## src/rtl/multdivid_iter_unit.sv

```systemverilog
// multdivid_iter_unit: iterative radix-2 multiply/divide engine, one result bit per cycle.
// The latency is fixed for any operand values. Results go out as a HI/LO pair.
// Build option: define MULTDIVID_SIGNED_EN to honour op_signed (two's-complement operations).
// In the default build every operation is unsigned. The PREP and FIXUP states remain in both
// builds, so the latency does not change between them.
module multdivid_iter_unit #(
    parameter int WIDTH = 32
) (
    input  logic               clk,
    input  logic               reset,
    input  logic               start,
    input  logic               op_div,
    input  logic               op_signed,
    input  logic [WIDTH-1:0]   operand_a,
    input  logic [WIDTH+1:0]   operand_b,
    output logic               busy,
    output logic               done,
    output logic [WIDTH-1:0]   hi,
    output logic [WIDTH-1:0]   lo,
    output logic               div_by_zero
);

    localparam int CW = $clog2(WIDTH);

    typedef enum logic [1:0] {S_IDLE, S_PREP, S_ITER, S_FIXUP} state_t;

    state_t             state;
    logic [CW-1:0]      count;
    logic               is_div;
    logic               is_signed;
    logic [WIDTH-1:0]   a_raw;
    logic [WIDTH-1:0]   b_raw;
    logic [WIDTH-1:0]   divisor;      // multiplicand or divisor magnitude
    logic [2*WIDTH-1:0] acc;          // upper: partial product / remainder, lower: multiplier / quotient
    logic               neg_lo;
    logic               neg_hi;
    logic               zero_div;

    logic               a_neg;
    logic               b_neg;
    logic [WIDTH-1:0]   a_mag;
    logic [WIDTH-1:0]   b_mag;
    logic [WIDTH:0]     add_sum;
    logic [WIDTH:0]     shifted;
    logic [WIDTH:0]     trial;
    logic [2*WIDTH-1:0] prod_fix;
    logic [WIDTH-1:0]   q_fix;
    logic [WIDTH-1:0]   r_fix;
    logic               unused_inputs;

`ifdef MULTDIVID_SIGNED_EN
    assign unused_inputs = ^operand_b[WIDTH+1:WIDTH];
`else
    assign unused_inputs = ^{operand_b[WIDTH+1:WIDTH], op_signed};
`endif

    // Operand magnitudes, the shift-add / trial-subtract step, and the final sign correction
    always_comb begin
`ifdef MULTDIVID_SIGNED_EN
        a_neg = is_signed & a_raw[WIDTH-1];
        b_neg = is_signed & b_raw[WIDTH-1];
        a_mag = a_neg ? -a_raw : a_raw;
        b_mag = b_neg ? -b_raw : b_raw;
`else
        a_neg = 1'b0;
        b_neg = 1'b0;
        a_mag = a_raw;
        b_mag = b_raw;
`endif
        add_sum  = {1'b0, acc[2*WIDTH-1:WIDTH]} + (acc[0] ? {1'b0, divisor} : '0);
        shifted  = {acc[2*WIDTH-1:WIDTH], acc[WIDTH-1]};
        trial    = shifted - {1'b0, divisor};
`ifdef MULTDIVID_SIGNED_EN
        prod_fix = neg_lo ? -acc : acc;
        q_fix    = neg_lo ? -acc[WIDTH-1:0] : acc[WIDTH-1:0];
        r_fix    = neg_hi ? -acc[2*WIDTH-1:WIDTH] : acc[2*WIDTH-1:WIDTH];
`else
        prod_fix = acc;
        q_fix    = acc[WIDTH-1:0];
        r_fix    = acc[2*WIDTH-1:WIDTH];
`endif
    end

    // Sequencer: IDLE -> PREP -> ITER (WIDTH steps) -> FIXUP; results are registered on leaving FIXUP
    always_ff @(posedge clk) begin
        if (reset) begin
            state       <= S_IDLE;
            count       <= '0;
            is_div      <= 1'b0;
            is_signed   <= 1'b0;
            a_raw       <= '0;
            b_raw       <= '0;
            divisor     <= '0;
            acc         <= '0;
            neg_lo      <= 1'b0;
            neg_hi      <= 1'b0;
            zero_div    <= 1'b0;
            busy        <= 1'b0;
            done        <= 1'b0;
            hi          <= '0;
            lo          <= '0;
            div_by_zero <= 1'b0;
        end else begin
            done <= 1'b0;
            case (state)
                S_IDLE: begin
                    if (start) begin
                        is_div <= op_div;
`ifdef MULTDIVID_SIGNED_EN
                        is_signed <= op_signed;
`else
                        is_signed <= 1'b0;
`endif
                        a_raw  <= operand_a;
                        b_raw  <= operand_b[WIDTH-1:0];
                        busy   <= 1'b1;
                        state  <= S_PREP;
                    end
                end
                S_PREP: begin
                    divisor  <= b_mag;
                    acc      <= {{WIDTH{1'b0}}, a_mag};
                    zero_div <= is_div & (b_raw == '0);
                    neg_lo   <= a_neg ^ b_neg;
                    neg_hi   <= is_div & a_neg;
                    count    <= CW'(WIDTH - 1);
                    state    <= S_ITER;
                end
                S_ITER: begin
                    if (is_div) begin
                        if (!trial[WIDTH])
                            acc <= {trial[WIDTH-1:0], acc[WIDTH-2:0], 1'b1};
                        else
                            acc <= {shifted[WIDTH-1:0], acc[WIDTH-2:0], 1'b0};
                    end else begin
                        acc <= {add_sum, acc[WIDTH-1:1]};
                    end
                    count <= count - 1'b1;
                    if (count == '0)
                        state <= S_FIXUP;
                end
                S_FIXUP: begin
                    if (zero_div) begin
                        hi          <= a_raw;
                        lo          <= '1;
                        div_by_zero <= 1'b1;
                    end else if (is_div) begin
                        hi          <= r_fix;
                        lo          <= q_fix;
                        div_by_zero <= 1'b0;
                    end else begin
                        {hi, lo}    <= prod_fix;
                        div_by_zero <= 1'b0;
                    end
                    busy  <= 1'b0;
                    done  <= 1'b1;
                    state <= S_IDLE;
                end
                default: state <= S_IDLE;
            endcase
        end
    end

endmodule

```

## config.mk

```make
export PLATFORM = sky130hd
export DESIGN_NAME = multdivid_iter_unit
export DESIGN_NICKNAME = d
export VERILOG_FILES = /design/src/rtl/multdivid_iter_unit.sv
export SDC_FILE = /design/constraint.sdc
export NUM_CORES = 1
export LEC_CHECK = 0
export BUFFER_PORTS_ARGS = -buffer_cell sky130_fd_sc_hd__buf_2
export CORE_MARGIN = 3
export CORE_UTILIZATION = 45
export CTS_CLUSTER_SIZE = 14
export DETAILED_ROUTE_END_ITERATION = 7
export PLACE_DENSITY_LB_ADDON = 0.3
export SYNTH_ARGS = -nofsm -noshare
export SYNTH_HDL_FRONTEND = slang
export SYNTH_SLANG_ARGS = --single-unit
```

## constraint.sdc

```tcl
create_clock -name clk -period 3.4 [get_ports clk]
set_input_delay 0.51 -clock clk [delete_from_list [all_inputs] [get_ports clk]]
set_output_delay 0.51 -clock clk [all_outputs]
set_load 0.05 [all_outputs]
```

==> results by stage, run 1 <==
Clock tree:
- The clock sink count is between 200 and 250.
- The number of buffers created by CTS is 26.
- The number of hold buffers added after cts is 0.
- The root cell of the clock tree is sky130_fd_sc_hd__clkbuf_16.
- The later pin in the worst-skew pair is clocked with a latency of 0.54 ns.
- TritonCTS built the clock tree.
- No sink is reached through more buffers than the 3 on the longest clock path.
- The number of levels the H-tree was split into is 1.
- Clock-pin slew was measured on the worst setup and hold paths at 0.06 ns.

Drt:
- After the first detailed-routing iteration, the DRC count stood at 1086.
- In this run the remaining antenna-violating nets after routing total 0.
- The routed via count divided by cell count is ~5.7.
- The routed design has 40.5 mm of wire.
- In the final routed layout, each cell accounts on average for 18.4 um.
- The number of iterations in the first detailed-routing pass is 6.
- For this run, design rule violations remaining after detail routing come to 0.
- Summing over every cut layer, the via total after detailed routing is between 10k and 15k.

Die:
- The core footprint is just under 30000 sq um.
- The starting density of the core is between 40% and 50%.
- The die is 179 um tall.
- The die boundary width is 179 um.
- The total I/O pin count is 138.
- The number of placement rows is 62.
- The area of the die is 32000 sq um.

Timing:
- The number of failing hold endpoints at the final stage is 0.
- Setup repair after global routing left no endpoint under its margin.
- Setup violations remaining at the end of the flow were counted as 0.
- Across the routed clock network, the largest skew measured is 0.0229 ns.
- The final number of max-transition violations is 0.
- Headroom to the max-slew limit came out at 40.5%.
- Of the available clock period, the critical path in the final layout requires 96.9%.
- The highest attainable clock frequency is 303 MHz.
- The smallest clock period supported by the final layout is computed as around 3.3 ns.
- Hold is met by ~0.20 ns.
- For the pin with the worst max-slew slack, the measured transition is 0.892 ns.

Power and ir drop:
- IR analysis of the VDD net gives a maximum drop of 0.528 mV.
- For this design the ratio of total power to cell area is 767 nW/um^2.
- The leakage power is 0.00631 uW.

Hold path:
- The type of the tightest min-delay check is in -> reg.

Critical path:
- The delay of the slowest critical-path stage is between 0.5 and 0.6 ns.
- The critical path class is reg -> reg.
- The largest fanout on the critical path is 14.
- The kind of cell with the highest combined delay along the critical path is compound AO/OA/AOI/OAI gates.
- STA classifies the critical path startpoint as a flip-flop.
- The standard cell with the maximum stage delay on the critical path is sky130_fd_sc_hd__or4b_1.
- The critical path goes through buf_4 > and2_1 > ha_1 > o211ai_1 > a21oi_4 > or4b_1 > a21oi_1 > o21ai_0 > a21oi_1 > xnor2_1 > a222oi_1 > o21ai_0.
- STA puts the critical path data arrival time at approximately 3.7 ns.
- The worst setup path is captured at a flip-flop.
- The data required time of the worst path is about 3.8 ns.
- Together, buffers and inverters on the worst path number 1.

Global route:
- The total congestion overflow is 0.
- The number of antenna violations at the first check in global routing is 0.
- The global router's overall resource usage is 24.7%.
- Entering global routing, the biggest net connects 83 pins.
- The wire length of the first global-routing pass is 63.7 mm.
- The number of global-route vias before repair is ~12k.

Synthesis:
- The cell area that synthesis handed to floorplanning was around 13000 sq um.
- Synthesis instantiated between 70 and 80 different standard cells from the library.
- Synthesis produced a netlist with a net count of 1830.
- The most used flip-flop cell after synthesis is sky130_fd_sc_hd__dfxtp_1.
- The synthesized design contains 0 enable-type register cells.
- A synthesized cell averages 7.98 sq um.
- The yosys synthesis warning count is 0.
- The flip-flop and latch count after synthesis is 236.
- The number of instances in the synthesized netlist is 1687.
- In the synthesized netlist the async set-or-reset flop fraction comes to 0%.
- The share of synthesized area occupied by flip-flops and latches is 35.1%.

Placed design:
- At the end of routability-driven placement, the weighted congestion stood at 0.959.
- Summed over all nets, the half-perimeter wirelength after detailed placement is between 30 and 40 mm.
- The instance count after placement with tap cells included is 2160.
- The count of port buffers added during placement is approximately 130.

Layout:
- From synthesis to final layout, the design area changed by 15.8%.
- Cells with a size suffix above 1 make up 14.9% of the layout.
- The post-layout instance count excluding filler cells is 2207.
- At the end of the flow, the number of nets in the layout was 1947.

Status:
- The run finished with clean final reports.

Flow run:
- The max-capacitance violation count is 0.
[cells in the final DEF (no fill, tap or decap), drive strengths merged, types with 5 or more instances in the layout]
cell      n
dfxtp   236
nor2    219
nand2   202
buf     201
a21oi   177
mux2i   121
a211oi   75
ha       70
o21ai    70
inv      55
and2     38
clkbuf   36
o22ai    33
xnor2    28
a21o     24
xor2     22
nand3    19
a22oi    19
nor3     18
nand2b   13
o21a     13
nand4    12
nor4     11
o211ai   10
o21bai    9
nor2b     8
clkinv    8
o221ai    7
a31oi     6
and3      5
o31ai     5
[stage by stage]
step                      setup TNS (ns)  util, %  worst slack, ns  cell area, sq um  power [uW]
final                                  0     53.6            0.105             15600       12000
after global placement                 0     50.8           0.0362             14800        9260
after global routing                   0     53.6          0.00413             15600       12700
after floorplan                        0        -            0.375             13500        7650
after detailed placement         -0.0239     50.8          -0.0239             14800        9340
after CTS                              0     53.5           0.0197             15600       12000
[synth_stat cells (all sizes together) (3+ instances only)]
master  instances  area [sq um]
nand2b         13          81.3
nand4          12          75.1
nor3           18           101
a21oi         177           886
o31ai           5          42.5
a21boi          3          22.5
mux2i         121          1210
a211o           3          26.3
a41o            3          30.0
a21o           24           180
o22ai          33           206
o21a           13           105
nor4           11          68.8
xnor2          28           245
ha             70           876
clkbuf         87           328
a211oi         75           583
nor2b           8          50.1
nand3          19          95.1
and3            5          31.3
o211ai         10          75.1
nor2          219           838
a41oi           3          26.3
buf            25           110
inv            53           199
nand2         202           761
o221ai          7          61.3
o21ai          70           358
nor3b           3          22.5
dfxtp         236          4720
a221oi          3          32.5
xor2           22           193
o21bai          9          67.6
a31oi           6          37.5
and2           38           238
a22oi          19           143
[cell families (layout without fill, tap and decap cells)]
| family | Yosys count | in the layout | share of synthesized area (%) |
|---|---|---|---|
| and+or+nand+nor | 560 | 560 | 18.3 |
| AOI/OAI and AO/OA | 482 | 482 | 22.8 |
| DFF | 236 | 236 | 35.1 |
| buffers and inverters | 165 | 300 | 4.73 |
| muxes | 122 | 122 | 9.08 |
| adders and majority gates | 72 | 72 | 6.80 |
| xor gates and xnor gates | 50 | 50 | 3.25 |
| other | 0 | 1 | 0 |
[state kept, by name, summed over array words and instances (netlist names)]
signal / count
a_mag: 32
acc: 64
b_mag: 32
busy: 1
count: 5
div_by_zero: 1
divisor: 32
done: 1
hi: 32
is_div: 1
lo: 32
state: 2
zero_div: 1
[cell type report]
| type | count | area [sq um] |
|---|---|---|
| fill | 2778 | 13500 |
| multi-input combinational | 1286 | 8180 |
| sequential | 236 | 4730 |
| timing repair buffer | 201 | 1240 |
| clock buffer | 36 | 698 |
| tap | 384 | 480 |
| inverter | 53 | 199 |
| clock inverter | 10 | 72.6 |
| antenna | 1 | 2.50 |
[worst paths after layout]
path | from | endpoint | slack [ns] | depth (start not counted)
hold reg to reg | b_mag[10]$_SDFFE_PP0P_ | b_mag[10]$_SDFFE_PP0P_ | 0.47 | 2
setup / recovery | acc[0]$_SDFFE_PP0P_ | acc[51]$_SDFFE_PP0P_ | 0.11 | 12
hold / removal | op_div | is_div$_SDFFE_PP0P_ | 0.20 | 3
setup reg to reg | acc[0]$_SDFFE_PP0P_ | acc[51]$_SDFFE_PP0P_ | 0.11 | 12
[worst reg2reg max path, delay by kind of cell, from the launching register on]
kind	cells	cell delay (ns)
AND/OR/NAND/NOR	2	0.66
adder cells (fa/ha/maj)	1	0.32
XOR/XNOR	1	0.09
buffers and inverters	1	0.18
AO/OA/AOI/OAI	7	1.57
flip-flops	1	0.32
[metal layers]
layer	vias to the layer above	share of wire, %	GRT usage [%]
met1	5913	48	36.1
met4	0	2.8	6.62
met3	61	5.3	2.37
met2	350	44	39.0
li1	6242	-	-
met5	-	0	0
[timing repair]
action | in CTS | in global routing
endpoints found under the setup margin | 2 | 3
resized for setup | 1 | 8
buffers inserted | 0 | 0
pin swaps | 0 | 4
[where the power goes]
group	switching (uW)	leakage [uW]	internal (uW)
logic	3510	0.00401	2210
registers	412	0.00192	3230
clock network	1170	0.000382	1440
(Power assumes the default switching activity.)
==> inputs of run 2 (changes only) <==
Clock period 3.4 ns to 3.5 ns, I/O delays scaled along.
==> results by stage, run 2 (synthesis gave the netlist of run 1 again) <==
Status:
- The flow ran to the end, and the final reports show no timing, DRC or antenna violations.

Die:
- The core footprint is 29100 sq um.
- The starting density of the core is 46.3%.
- During I/O placement, the number of pins put on the boundary was 138.
- The die covers 32000 sq um.
- The number of placement rows is 62.
- The die is 179 um wide.
- Measured along the y axis, the die boundary spans 179 um.

Layout:
- The post-layout instance count excluding filler cells is 2190.
- The net count of the finished layout is 1929.
- Relative to the synthesized area, the layout overhead comes to 15.2%.
- The number of flip-flops in the largest register is 64.
- The number of inserted diodes is 0.
- The summed area of non-filler cells in the final layout is 15500 sq um.
- The share of post-route cells with drive strength above 1 is 14.3%.
- Leaving out fill and tap cells, the most frequent cells in the layout are sky130_fd_sc_hd__dfxtp_1, sky130_fd_sc_hd__nor2_1, sky130_fd_sc_hd__nand2_1.
- Counting flops per register, the top entry is acc.
- Leaving out fill and tap cells, the most frequent cell in the layout is sky130_fd_sc_hd__dfxtp_1.
- The layout has 2803 filler cells.

Placed design:
- The count of buffers added on input and output ports is 134.
- The HPWL after detailed placement is 29.6 mm.
- In this run the cell area measured after placement is roughly 15000 sq um.
- The instance count after placement with tap cells included is between 2k and 2.5k.
- Routability-driven placement finished with a final weighted congestion of 0.985.

Critical path:
- The kind of end point of the critical path is a flip-flop.
- The largest fanout on the critical path is 3.
- Among all stages on the critical path, the largest delay is contributed by sky130_fd_sc_hd__fa_1.
- The critical path in this run is classified as reg -> reg.
- The arrival time reported for the critical path endpoint is ~3.8 ns.
- The endpoint identified for the worst register-to-register timing path is acc[57]$_SDFFE_PP0P_.
- The type of origin of the critical path is a flip-flop.
- The worst register-to-register path has a setup slack of 0.13 ns.
- The reg-to-reg critical path startpoint is divisor[0]$_SDFFE_PP0N_.
- The top cell family by delay on the critical path is compound AO/OA/AOI/OAI gates.
- For this run, the slowest stage of the critical path takes 0.41 ns.
- The critical path contains buffers and inverters numbering 2 combined.
- The number of cells traversed by the worst register-to-register path is 14.
- The data required time of the worst path is 3.95 ns.
- Traced cell by cell, the critical path runs through and2_1 > ha_1 > inv_1 > fa_1 > nand2b_2 > a21oi_2 > nor2b_1 > o311a_1 > o31ai_2 > buf_4 > a41oi_2 > xnor2_1 > o21ai_0 > a221oi_2.

Global route:
- Across every metal layer, demand over resource in global routing totals 24.6%.
- The number of antenna violations at the first check in global routing is 0.
- The number of global-route vias before repair is between 10k and 15k.
- The wire length of the first global-routing pass is 63.6 mm.
- Entering global routing, the biggest net connects 105 pins.
- Summed over all layers, the global routing overflow is 0.

Hold path:
- The hold-critical path depth is 3.
- In this run the most critical hold path is launched from operand_b[20].
- The capture endpoint of the worst hold path is b_mag[20]$_SDFFE_PP0P_.
- The path class of the tightest hold or removal check is in -> reg.

Clock tree:
- Buffers inserted to repair hold after CTS numbered 0.
- The buffer depth of the longest clock path is 3.
- After clock tree synthesis, the clock-pin slew on the worst setup and hold paths is about 0.060 ns.
- TritonCTS built the clock tree.
- The tree is rooted in a sky130_fd_sc_hd__clkbuf_16.
- The clock network latency to the later pin of the worst-skew pair is roughly 0.54 ns.
- The number of levels the H-tree was split into is 1.
- In this run, CTS created clock tree buffers numbering 26.
- Clock tree synthesis found a total of 236 sinks.

Drt:
- In the final routed layout, each cell accounts on average for ~18 um.
- After the first detailed-routing iteration, the DRC count stood at 1088.
- For this run, design rule violations remaining after detail routing come to 0.
- Wires add up to 40.3 mm.
- The total via count in the routed design is 12.6k.
- Before antenna repair, the detailed router went through 6 iterations.
- The routed via count divided by cell count is roughly 5.8.
- The final antenna-violating net count is 0.

Timing:
- Setup repair after global routing left no endpoint under its margin.
- The number of failing hold endpoints at the final stage is 0.
- Adding up every negative setup slack in the final design gives 0 ns.
- Setup violations remaining at the end of the flow were counted as 0.
- The worst slew margin relative to its limit is 31.6%.
- The final number of max-transition violations came to 0.
- After layout, the minimum clock period comes to 3.37 ns.
- At the pin with the least slew margin, the transition time is slightly above 1 ns.
- The worst hold margin is 0.219 ns.
- The highest attainable clock frequency is 296 MHz.
- The ratio of final minimum period to clock period is 96.4%.
- Clock skew on the completed layout was measured at 0.0127 ns.

Power and ir drop:
- The post-route total power is roughly 12000 uW.
- The ratio of total power to cell area is 753 nW/um^2.
- The leakage power is 0.00624 uW.
- The worst-case IR drop observed on VDD is 0.592 mV.

Flow run:
- Across the run, the number of max-cap violations was 0.
[run 2: changes by cell type in the layout (fill, tap and decap cells not counted), sizes merged]
cell      change
buf          -18
bufinv        +2
clkbuf        -2
clkinvlp      +2
clkinv        -1
diode         -1
inv           +1
[run 2: where the power goes]
part | internal (uW) | switching, uW
clock network | 1620 | 1180
logic | 1990 | 3350
registers | 3140 | 406
total | 6740 | 4940
[run 2: routing by layer]
layer | share of wire [%] | vias up | GRT usage [%]
met2 | 44 | 373 | 38.4
li1 | - | 6202 | -
met3 | 5.2 | 67 | 2.01
met5 | 0 | - | 0
met1 | 47 | 5953 | 36.1
met4 | 3.4 | 0 | 7.86
[run 2: layout make-up]
type,instances,area [sq um],share of cell area (%)
clock buffer,34,721,4.65
clock inverter,14,151,0.976
inverter,53,199,1.28
multi-input combinational,1286,8150,52.5
sequential,236,4730,30.5
tap,384,480,3.10
timing repair buffer,183,1080,6.98
[run 2: worst max path at each step]
stage	end	startpoint	cells past startpoint
after detailed placement	acc[61]$_SDFFE_PP0P_	divisor[0]$_SDFFE_PP0N_	14
after global placement	acc[61]$_SDFFE_PP0P_	divisor[0]$_SDFFE_PP0N_	14
after CTS	acc[57]$_SDFFE_PP0P_	divisor[0]$_SDFFE_PP0N_	14
final	acc[57]$_SDFFE_PP0P_	divisor[0]$_SDFFE_PP0N_	14
after floorplan	acc[61]$_SDFFE_PP0P_	acc[0]$_SDFFE_PP0P_	13
after global routing	acc[57]$_SDFFE_PP0P_	divisor[0]$_SDFFE_PP0N_	14
[run 2: per-stage QoR]
step / utilization [%] / setup slack (ns)
6_report: 53.3 / 0.126
5_1_grt: 53.3 / 0.00948
4_1_cts: 53.3 / 0.0292
3_5_place_dp: 50.2 / -0.0474
3_3_place_gp: 50.2 / 0.0403
2_1_floorplan: - / 0.475
[run 2: what timing repair did]
item | 4_1_cts | 5_1_grt
setup buffers | 0 | 1
setup endpoints to repair | 2 | 3
pin swaps | 0 | 4
resized for setup | 1 | 5
[run 2: tightest hold or removal path: cells and delay by family]
kind | cells | cell delay [ns]
buf+inv | 1 | 0.10
compound gates | 1 | 0.05
simple gates | 1 | 0.04
==> inputs of run 3 (changes only) <==
Settings changed: PLACE_DENSITY set to 0.62, PLACE_DENSITY_LB_ADDON 0.3 to not set.
==> results by stage, run 3 (synthesis gave the netlist of run 1 again) <==
Global route:
- The pin count of the biggest net entering global routing is 82.
- The number of antenna violations at the first check in global routing is 0.
- The number of global-route vias before repair is approximately 12k.
- The global router's overall resource usage is 25.2%.
- The first global-routing pass estimated 64.1 mm of wire.
- For this run the aggregate overflow at the end of global routing stands at 0.

Power and ir drop:
- The peak ir drop on the vdd network is 0.929 mV.
- The combinational power share is 45.9%.
- The part of the total power dissipated in sequential elements is roughly 30%.
- Dividing total power by cell area gives a power density of 760 nW/um^2.
- The analysis attributes to cell leakage a power of between 0.006 and 0.007 uW.
- In this run switching power makes up 42.6% of total power.
- The post-route total power is 11900 uW.
- The cell-internal power is 6810 uW.
- The net load switching power is 5060 uW.
- Of the total power, the clock network draws 24.1%.

Die:
- The initialized floorplan defines 62 standard-cell rows.
- The starting density of the core is 46.3%.
- The core footprint is 29100 sq um.
- The die boundary width is approximately 180 um.
- The total I/O pin count is ~140.
- The y dimension of the die is 179 um.
- The die covers 32000 sq um.

Placed design:
- Timing analysis after detailed placement gives a worst setup slack of -0.0283 ns.
- The area of placed instances is 14700 sq um.
- At the end of routability-driven placement, the weighted congestion stood at approximately 1.
- The HPWL after detailed placement is 30.7 mm.
- The count of port buffers added during placement is 134.

Clock tree:
- The clock sink count is roughly 240.
- The clock network latency to the later pin of the worst-skew pair is roughly 0.56 ns.
- The CTS tree is done.
- The clock slew seen by the registers of the worst setup and hold paths is 0.06 ns.
- The buffer depth of the longest clock path is 3.
- In this run the clock root is driven by a sky130_fd_sc_hd__clkbuf_16.
- The number of hold buffers added after cts is 0.
- CTS built an H-tree with a depth of 1.
- The number of clock buffers added by TritonCTS is 27.

Timing:
- The number of failing hold endpoints at the final stage is 0.
- For this run, the top clock speed supported by timing is roughly 300 MHz.
- The final number of max-transition violations came to 0.
- The worst slew margin relative to its limit is 42.9%.
- The worst setup skew after layout is 0.0147 ns.
- The final number of setup-violating endpoints is 0.
- The transition at the pin with the smallest max-transition slack is about 0.86 ns.
- Hold is met by 0.206 ns.
- Setup repair after global routing left no endpoint under its margin.
- The worst path meets setup with between 0.15 and 0.2 ns of slack.
- In the finished design, the share of the clock period the worst path needs comes to a little over nine tenths.
- After layout, the minimum clock period comes to approximately 3.3 ns.

Layout:
- The post-synthesis to final-layout area growth is 16.0%.
- The number of flip-flops in the largest register is 64.
- The core utilization of the finished layout is 53.7%.
- Counting the fill cells in the layout gives 2783.
- The post-layout net count is 1942.
- The most common cell after layout, fill and taps aside is sky130_fd_sc_hd__dfxtp_1.
- The summed area of non-filler cells in the final layout is 15600 sq um.
- The register with the most flip-flops is acc.
- The share of post-route cells with drive strength above 1 is between 15 and 20%.
- The library cells used most frequently in the layout, excluding fill and tap cells, are sky130_fd_sc_hd__dfxtp_1, sky130_fd_sc_hd__nor2_1, sky130_fd_sc_hd__nand2_1.

Drt:
- The mean routed wirelength per cell is 18.7 um.
- The number of DRC markers in iteration 0 is 924.
- The total via count in the routed design is 12.5k.
- The DRC violation count after routing is 0.
- The first TritonRoute pass finished after 5 iterations.
- After detailed routing, the number of vias per cell comes to 5.65.
- The final antenna-violating net count is 0.
- The final wirelength is 41.2 mm.

Critical path:
- STA puts the critical path data required time at 3.98 ns.
- The worst register-to-register path begins at divisor[0]$_SDFFE_PP0N_.
- Along the worst path, the maximum fanout reaches 3.
- Tracing the worst setup path back leads to its startpoint at divisor[0]$_SDFFE_PP0N_.
- Data on the critical path arrives at its endpoint at roughly 3.8 ns.
- The type of origin of the critical path is a flip-flop.
- The setup path with the least slack is of type reg -> reg.
- The kind of end point of the critical path is a flip-flop.

Hold path:
- The startpoint identified for the worst hold timing path is operand_b[2].
- In this run the worst hold path is classified as in -> reg.

Flow run:
- The max-capacitance violation count is 0.

Status:
- The flow ran to the end, and the final reports show no timing, DRC or antenna violations.
-- run 3: path summary, 6_finish.rpt --
path                            slack (ns)                     end  depth (start not counted)
worst max register to register        0.16    acc[63]$_SDFFE_PP0P_                         13
worst min-delay path                  0.21   b_mag[2]$_SDFFE_PP0P_                          3
worst max-delay path                  0.16    acc[63]$_SDFFE_PP0P_                         13
worst min register to register        0.47  b_mag[12]$_SDFFE_PP0P_                          2
-- run 3: power groups by stage --
stage | sequential, uW | clock, uW | combinational, uW
finish | 3560 | 2860 | 5450
global route | 3620 | 3020 | 5950
CTS | 3560 | 2910 | 5340
detailed placement | 3610 | 0 | 5310
global placement | 3600 | 0 | 5260
floorplan | 3870 | 0 | 3570
-- run 3: routing by layer --
layer / GRT usage (%) / part of all wire, %
met1: 36.3 / 47
met2: 39.9 / 45
met3: 3.56 / 6.0
met4: 5.71 / 1.9
met5: 0 / 0
-- run 3: timing repair --
| item | 4_1_cts | 5_1_grt |
|---|---|---|
| cloned | 0 | 0 |
| pin swaps | 0 | 4 |
| hold endpoints to repair | 0 | 0 |
| buffers inserted | 0 | 2 |
| gates resized for setup | 1 | 5 |
| endpoints found under the setup margin | 2 | 10 |
-- run 3: area by class of cell --
type	count	area, sq um	area share [%]
antenna	1	2.50	0.0160
sequential	236	4730	30.3
clock inverter	17	170	1.09
clock buffer	33	728	4.66
tap	384	480	3.08
multi-input combinational	1286	8160	52.3
inverter	53	199	1.27
timing repair buffer	195	1150	7.35
-- run 3: metrics by stage --
step | TNS [ns] | std cells
after floorplan | 0 | 1687
after global placement | 0 | 2152
after detailed placement | -0.0283 | 2152
after CTS | 0 | 2202
after global routing | 0 | 2204
final | 0 | 2205
-- run 3: critical path, stage by stage (launching register included) --
cell                       delay, ns
sky130_fd_sc_hd__dfxtp_1        0.35
sky130_fd_sc_hd__and2_1         0.14
sky130_fd_sc_hd__ha_1           0.19
sky130_fd_sc_hd__inv_1          0.08
sky130_fd_sc_hd__fa_1           0.42
sky130_fd_sc_hd__nand2b_1       0.22
sky130_fd_sc_hd__a21oi_2        0.22
sky130_fd_sc_hd__or4b_1         0.16
sky130_fd_sc_hd__a21oi_1        0.11
sky130_fd_sc_hd__o21a_1         0.22
sky130_fd_sc_hd__o221ai_1       0.47
sky130_fd_sc_hd__a41oi_1        0.20
sky130_fd_sc_hd__a311o_1        0.34
sky130_fd_sc_hd__a32oi_1        0.15
